$ cat src/rtl/cpu_mem_pkg.sv
// Shared types and helpers for the CPU memory-port arbiter.
// State/owner enums, access sizes and the kseg0/kseg1 address map.
package cpu_mem_pkg;

    typedef enum logic [1:0] {
        IDLE,
        REQ,
        WAIT
    } state_t;

    typedef enum logic {
        OWN_INST,
        OWN_DATA
    } owner_t;

    localparam logic [1:0] SZ_BYTE = 2'd0;
    localparam logic [1:0] SZ_HALF = 2'd1;
    localparam logic [1:0] SZ_WORD = 2'd2;

    // kseg0 (0x8...) and kseg1 (0xa...) both fold onto the low 512 MB
    function automatic logic [31:0] kseg_map(input logic [31:0] addr);
        logic [31:0] phys;
        phys = addr;
        if (addr[31:30] == 2'b10) begin
            phys = {3'b000, addr[28:0]};
        end
        return phys;
    endfunction

endpackage

$ cat src/rtl/mem_addr_map.sv
// Virtual-to-physical address translation for the shared memory port.
// With MAP_KSEG=0 addresses pass through untouched.
module mem_addr_map
    import cpu_mem_pkg::*;
#(
    parameter bit MAP_KSEG = 1'b1
) (
    input  logic [31:0] vaddr,
    output logic [31:0] paddr
);

    assign paddr = MAP_KSEG ? kseg_map(vaddr) : vaddr;

endmodule

$ cat src/rtl/mem_port_arbiter.sv
// Arbitrates instruction and data requesters onto one SRAM-like port,
// keeping a single transaction in flight through address and data phases.
module mem_port_arbiter
    import cpu_mem_pkg::*;
#(
    parameter int ARB_MODE = 0,
    parameter bit MAP_KSEG = 1'b1
) (
    input  logic        clk,
    input  logic        rst,
    input  logic        inst_req,
    input  logic [31:0] inst_addr,
    output logic        inst_addr_ok,
    output logic        inst_data_ok,
    output logic [31:0] inst_rdata,
    input  logic        data_req,
    input  logic        data_wr,
    input  logic [1:0]  data_size,
    input  logic [31:0] data_addr,
    input  logic [31:0] data_wdata,
    output logic        data_addr_ok,
    output logic        data_data_ok,
    output logic [31:0] data_rdata,
    output logic        mem_req,
    output logic        mem_wr,
    output logic [1:0]  mem_size,
    output logic [31:0] mem_addr,
    output logic [31:0] mem_wdata,
    input  logic        mem_addr_ok,
    input  logic        mem_data_ok,
    input  logic [31:0] mem_rdata,
    output logic        busy
);

    state_t      state;
    state_t      state_nxt;
    owner_t      owner;
    owner_t      last_owner;
    logic        grant_data;
    logic        grant_inst;
    logic        done;
    logic [31:0] sel_vaddr;
    logic [31:0] sel_paddr;

    assign sel_vaddr = grant_data ? data_addr : inst_addr;

    mem_addr_map #(
        .MAP_KSEG(MAP_KSEG)
    ) u_map (
        .vaddr(sel_vaddr),
        .paddr(sel_paddr)
    );

    always_ff @(posedge clk or posedge rst) begin
        if (rst) begin
            state <= IDLE;
        end else begin
            state <= state_nxt;
        end
    end

    // Round-robin only matters when both requesters collide
    always_comb begin
        state_nxt  = state;
        grant_data = 1'b0;
        grant_inst = 1'b0;
        done       = 1'b0;
        unique case (state)
            IDLE: begin
                if (!rst && data_req &&
                    (ARB_MODE == 0 || !inst_req ||
                     last_owner == OWN_INST)) begin
                    grant_data = 1'b1;
                end else if (!rst && inst_req) begin
                    grant_inst = 1'b1;
                end
                if (grant_data || grant_inst) begin
                    state_nxt = REQ;
                end
            end
            REQ: begin
                if (mem_addr_ok) begin
                    done      = mem_data_ok;
                    state_nxt = mem_data_ok ? IDLE : WAIT;
                end
            end
            WAIT: begin
                if (mem_data_ok) begin
                    done      = 1'b1;
                    state_nxt = IDLE;
                end
            end
            default: state_nxt = IDLE;
        endcase
    end

    always_ff @(posedge clk or posedge rst) begin
        if (rst) begin
            owner      <= OWN_INST;
            last_owner <= OWN_INST;
            mem_req    <= 1'b0;
            mem_wr     <= 1'b0;
            mem_size   <= SZ_BYTE;
            mem_addr   <= '0;
            mem_wdata  <= '0;
        end else if (grant_data || grant_inst) begin
            owner      <= grant_data ? OWN_DATA : OWN_INST;
            last_owner <= grant_data ? OWN_DATA : OWN_INST;
            mem_req    <= 1'b1;
            mem_wr     <= grant_data & data_wr;
            mem_size   <= grant_data ? data_size : SZ_WORD;
            mem_addr   <= sel_paddr;
            mem_wdata  <= grant_data ? data_wdata : '0;
        end else if (state == REQ && mem_addr_ok) begin
            mem_req <= 1'b0;
        end
    end

    assign inst_addr_ok = grant_inst;
    assign data_addr_ok = grant_data;
    assign inst_data_ok = done && owner == OWN_INST;
    assign data_data_ok = done && owner == OWN_DATA;
    assign inst_rdata   = inst_data_ok ? mem_rdata : '0;
    assign data_rdata   = data_data_ok ? mem_rdata : '0;
    assign busy         = state != IDLE;

endmodule

$ cat config.mk
export PLATFORM = sky130hd
export DESIGN_NAME = mem_port_arbiter
export DESIGN_NICKNAME = d
export VERILOG_FILES = /design/src/rtl/cpu_mem_pkg.sv /design/src/rtl/mem_addr_map.sv /design/src/rtl/mem_port_arbiter.sv
export SDC_FILE = /design/constraint.sdc
export NUM_CORES = 1
export LEC_CHECK = 0
export CAP_MARGIN = 20
export CORE_MARGIN = 10
export CORE_UTILIZATION = 31
export DETAILED_ROUTE_END_ITERATION = 12
export HOLD_SLACK_MARGIN = 0.15
export PLACE_DENSITY = 0.71
export REMOVE_ABC_BUFFERS = 1
export SLEW_MARGIN = 0
export SYNTH_ARGS = -nofsm -noshare
export SYNTH_HDL_FRONTEND = slang
export SYNTH_SLANG_ARGS = --single-unit
$ cat constraint.sdc
create_clock -name clk -period 4.6 [get_ports clk]
set_clock_uncertainty 0.05 [all_clocks]
set_input_delay 0.46 -clock clk [delete_from_list [all_inputs] [get_ports clk]]
set_output_delay 0.46 -clock clk [all_outputs]
set_load 0.05 [all_outputs]
==> impl_results.md <==
- Worst Hold Class: reg -> reg
- First-pass GRT wire length: 24840 um
- # hold bufs at CTS: 0
- Ratio of cells with drive above 1 in the final layout: 10.16%
- Critical path cell sequence: inv_1 > ha_1 > nand3b_2 > buf_4 > clkinv_2 > buf_4 > buf_4
- # nets final: 766
- CTS Buf Count: 9
- Initial antenna violation count: 0
- Count leader, synth: dfrtp_1
- Via count: 3803
- Final Cell Area: 0.007176 mm^2
- Clock power share: 16.7%
- Crit. End Element: output port
- Placed instance area: 0.006808 mm^2
- Crit path from: state[0]
- P_int: 0.002625 W
- Final setup viols: 0
- Die Y: 133.2 um
- Min Clock Period, post-route: 3.448 ns
- CTS tree: yes
- Vias in the first global route: 4174
- GPL Wtd Cong: 0.8085
- Logic pwr share: 61.5%
- Slowest-stage cell, CP: clkinv_2
- Yosys top cell by area: dfrtp_1
- Initial Util: 31.59%
- HPWL after DPL: 12680 um
- Async SR Flop Fraction: 100.0%
- R2R Path Start: state[0]
- DRT Pass-1 Iters: 4
- Postcts setup bufs: 0
- Final worst-path cycle share: 74.97%
- Area of the core: 0.01257 mm^2
- H-tree levels: 3
- RSZ-0062 raised after global routing: no
- Largest net degree at the start of global routing: 45
- GRT Total Usage: 17.51%
- Req. time, crit path: 4.09 ns
- Mapped Area: 0.003970 mm^2
- Worst-Margin Slew: 0.9039 ns
- Row count: 41
- Area growth syn-to-layout: 80.74%
- Max Fclk: 290.0 MHz
- Pwr Density: 707.2 mW/mm^2
- WL final: 16030 um
- Crit path launch type: register
- Post-CTS Resized: 0
- Sequential fraction of the synthesis area: 44.75%
- Via density: 4.736
- Syn Area/Cell: 10.97 um^2
- Critical path's largest stage delay: 0.62 ns
- Register bit count reported by yosys: 71
- Drt wl/cell: 19.96 um
- Sw Ratio: 48.26%
- EDFF count, synth: 0
- Clk_lat worst skew: 0.33 ns
- M1 GR Usage: 19.16%
- Max FO, Critical Path: 44
- Setup CP Type: reg -> out
- Relative slew slack: 39.65%
- Crit path top cell by count: buf_4
- Max Cap Viol: 0
- Sequential share of power: 21.9%
- Post-synth top flop: dfrtp_1
- Leakage: 2.841 nW
- Setup tns final: 0 ns
- Top cells by instance count after synthesis: dfrtp_1 (71), nand2_1 (65), and2_1 (64)
- Clk buf depth: 2
- Detailed-route DRC error count: 0
- Post-route ant nets: 0
- Clock sink count: 71
- Gate Count Post-Synth: 362
- Syn. warnings: 0
- Final Hold Viols: 0
- Worst hold start: mem_req
- GR peak layer: met2
- Finished Core Util: 57.09%
- Area fraction of the dominant cell type after synthesis: 44.75%
- Met2 Resource Use GR: 29.52%
- Met3 GRT Util: 8.609%
- Die width: 133.2 um
- Synth cell types: 31
- Peak supply drop: 0.0004239 V
- GRT Residual Overflow: 0
- Io pins: 274
- Initial DRC Count: 215
- DIE AREA: 0.01773 mm^2
- Status: finished, final reports clean
- CTS clk-pin slew, worst paths: 0.06 ns
- P_sw: 0.002449 W
- WHS: 0.4290 ns
- Arr. time, crit path: 2.94 ns
- Clock root cell: clkbuf_16
- Max Slew Vio Count: 0
- Synth area leaders: dfrtp_1 (45%), a31oi_4 (16%), and2_1 (10%), a22o_1 (7.5%), nand2_1 (6.1%)
- # port buffers: 273
## critical path, delay by kind of cell, from the launching register on
kind          cells  cell delay (ns)
buf+inv           5             1.77
simple gates      1             0.11
flops             1             0.39
fa+ha+maj         1             0.29
## per-layer routing
layer	part of all wire (%)	up-vias
met5	0	-
met4	1.2	0
met3	11	15
met2	49	175
met1	38	1818
li1	-	1795
## placed cells by master, fill, tap and decap left out, types with 9 or more instances in the layout
cell type        synthesis  final
a22o_1                  34     34
clkdlybuf4s50_1          0    272
a31oi_4                 30     30
nand2_1                 65     65
buf_4                    2     10
nor3_1                  33     31
dfrtp_1                 71     71
and2_1                  64     64
clkbuf_16                0      9
## path summary, 6_finish.rpt
kind / slack [ns] / end / cells after the start
min in group asynchronous: 0.69 / mem_addr[17] / 2
worst max register to register: 1.31 / mem_addr[27] / 8
worst min-delay path: 0.43 / mem_req / 2
max in group asynchronous: 2.87 / mem_wdata[13] / 3
worst max-delay path: 1.15 / data_addr_ok / 7
worst min register to register: 0.43 / mem_req / 2
## stage by stage
stage,instances,power [W],worst slack [ns]
after floorplan,332,0.003156,0.2596
after global routing,802,0.005305,0.9641
after CTS,802,0.005122,1.136
after detailed placement,786,0.004259,1.013
after global placement,786,0.004202,1.092
final,803,0.005074,1.152
## cell type report
type                    count  area, um^2
diodes                      1       2.502
clock buffers              12       266.5
clock inverters             4       98.84
fillers                  1092        5393
inverters                   6       23.77
multi-input cells         255        1994
flip-flops and latches     71        1777
well taps                 172       215.2
repair buffers            282        2798
## power by group through the flow
| stage | sequential, W | clock, W | combinational [W] |
|---|---|---|---|
| final | 0.00111 | 0.000845 | 0.00312 |
| after global routing | 0.00115 | 0.000888 | 0.00327 |
| after CTS | 0.00111 | 0.000857 | 0.00315 |
| after detailed placement | 0.00112 | 0 | 0.00314 |
| after global placement | 0.00111 | 0 | 0.00310 |
| after floorplan | 0.00210 | 0 | 0.00106 |
## state kept, by name (all words and copies together), names as in the netlist
| name | count |
|---|---|
| mem_wdata | 32 |
| mem_addr | 32 |
| mem_size | 2 |
| mem_wr | 1 |
| owner | 1 |
| state | 2 |
| mem_req | 1 |
## logic make-up after synthesis
family,Yosys count,share of synthesized area [%]
simple gates,176,23.10
mux,1,0.2836
compound gates,74,25.34
flops,71,44.75
buf+inv,36,5.263
fa+ha+maj,4,1.261
(Power assumes the default switching activity.)
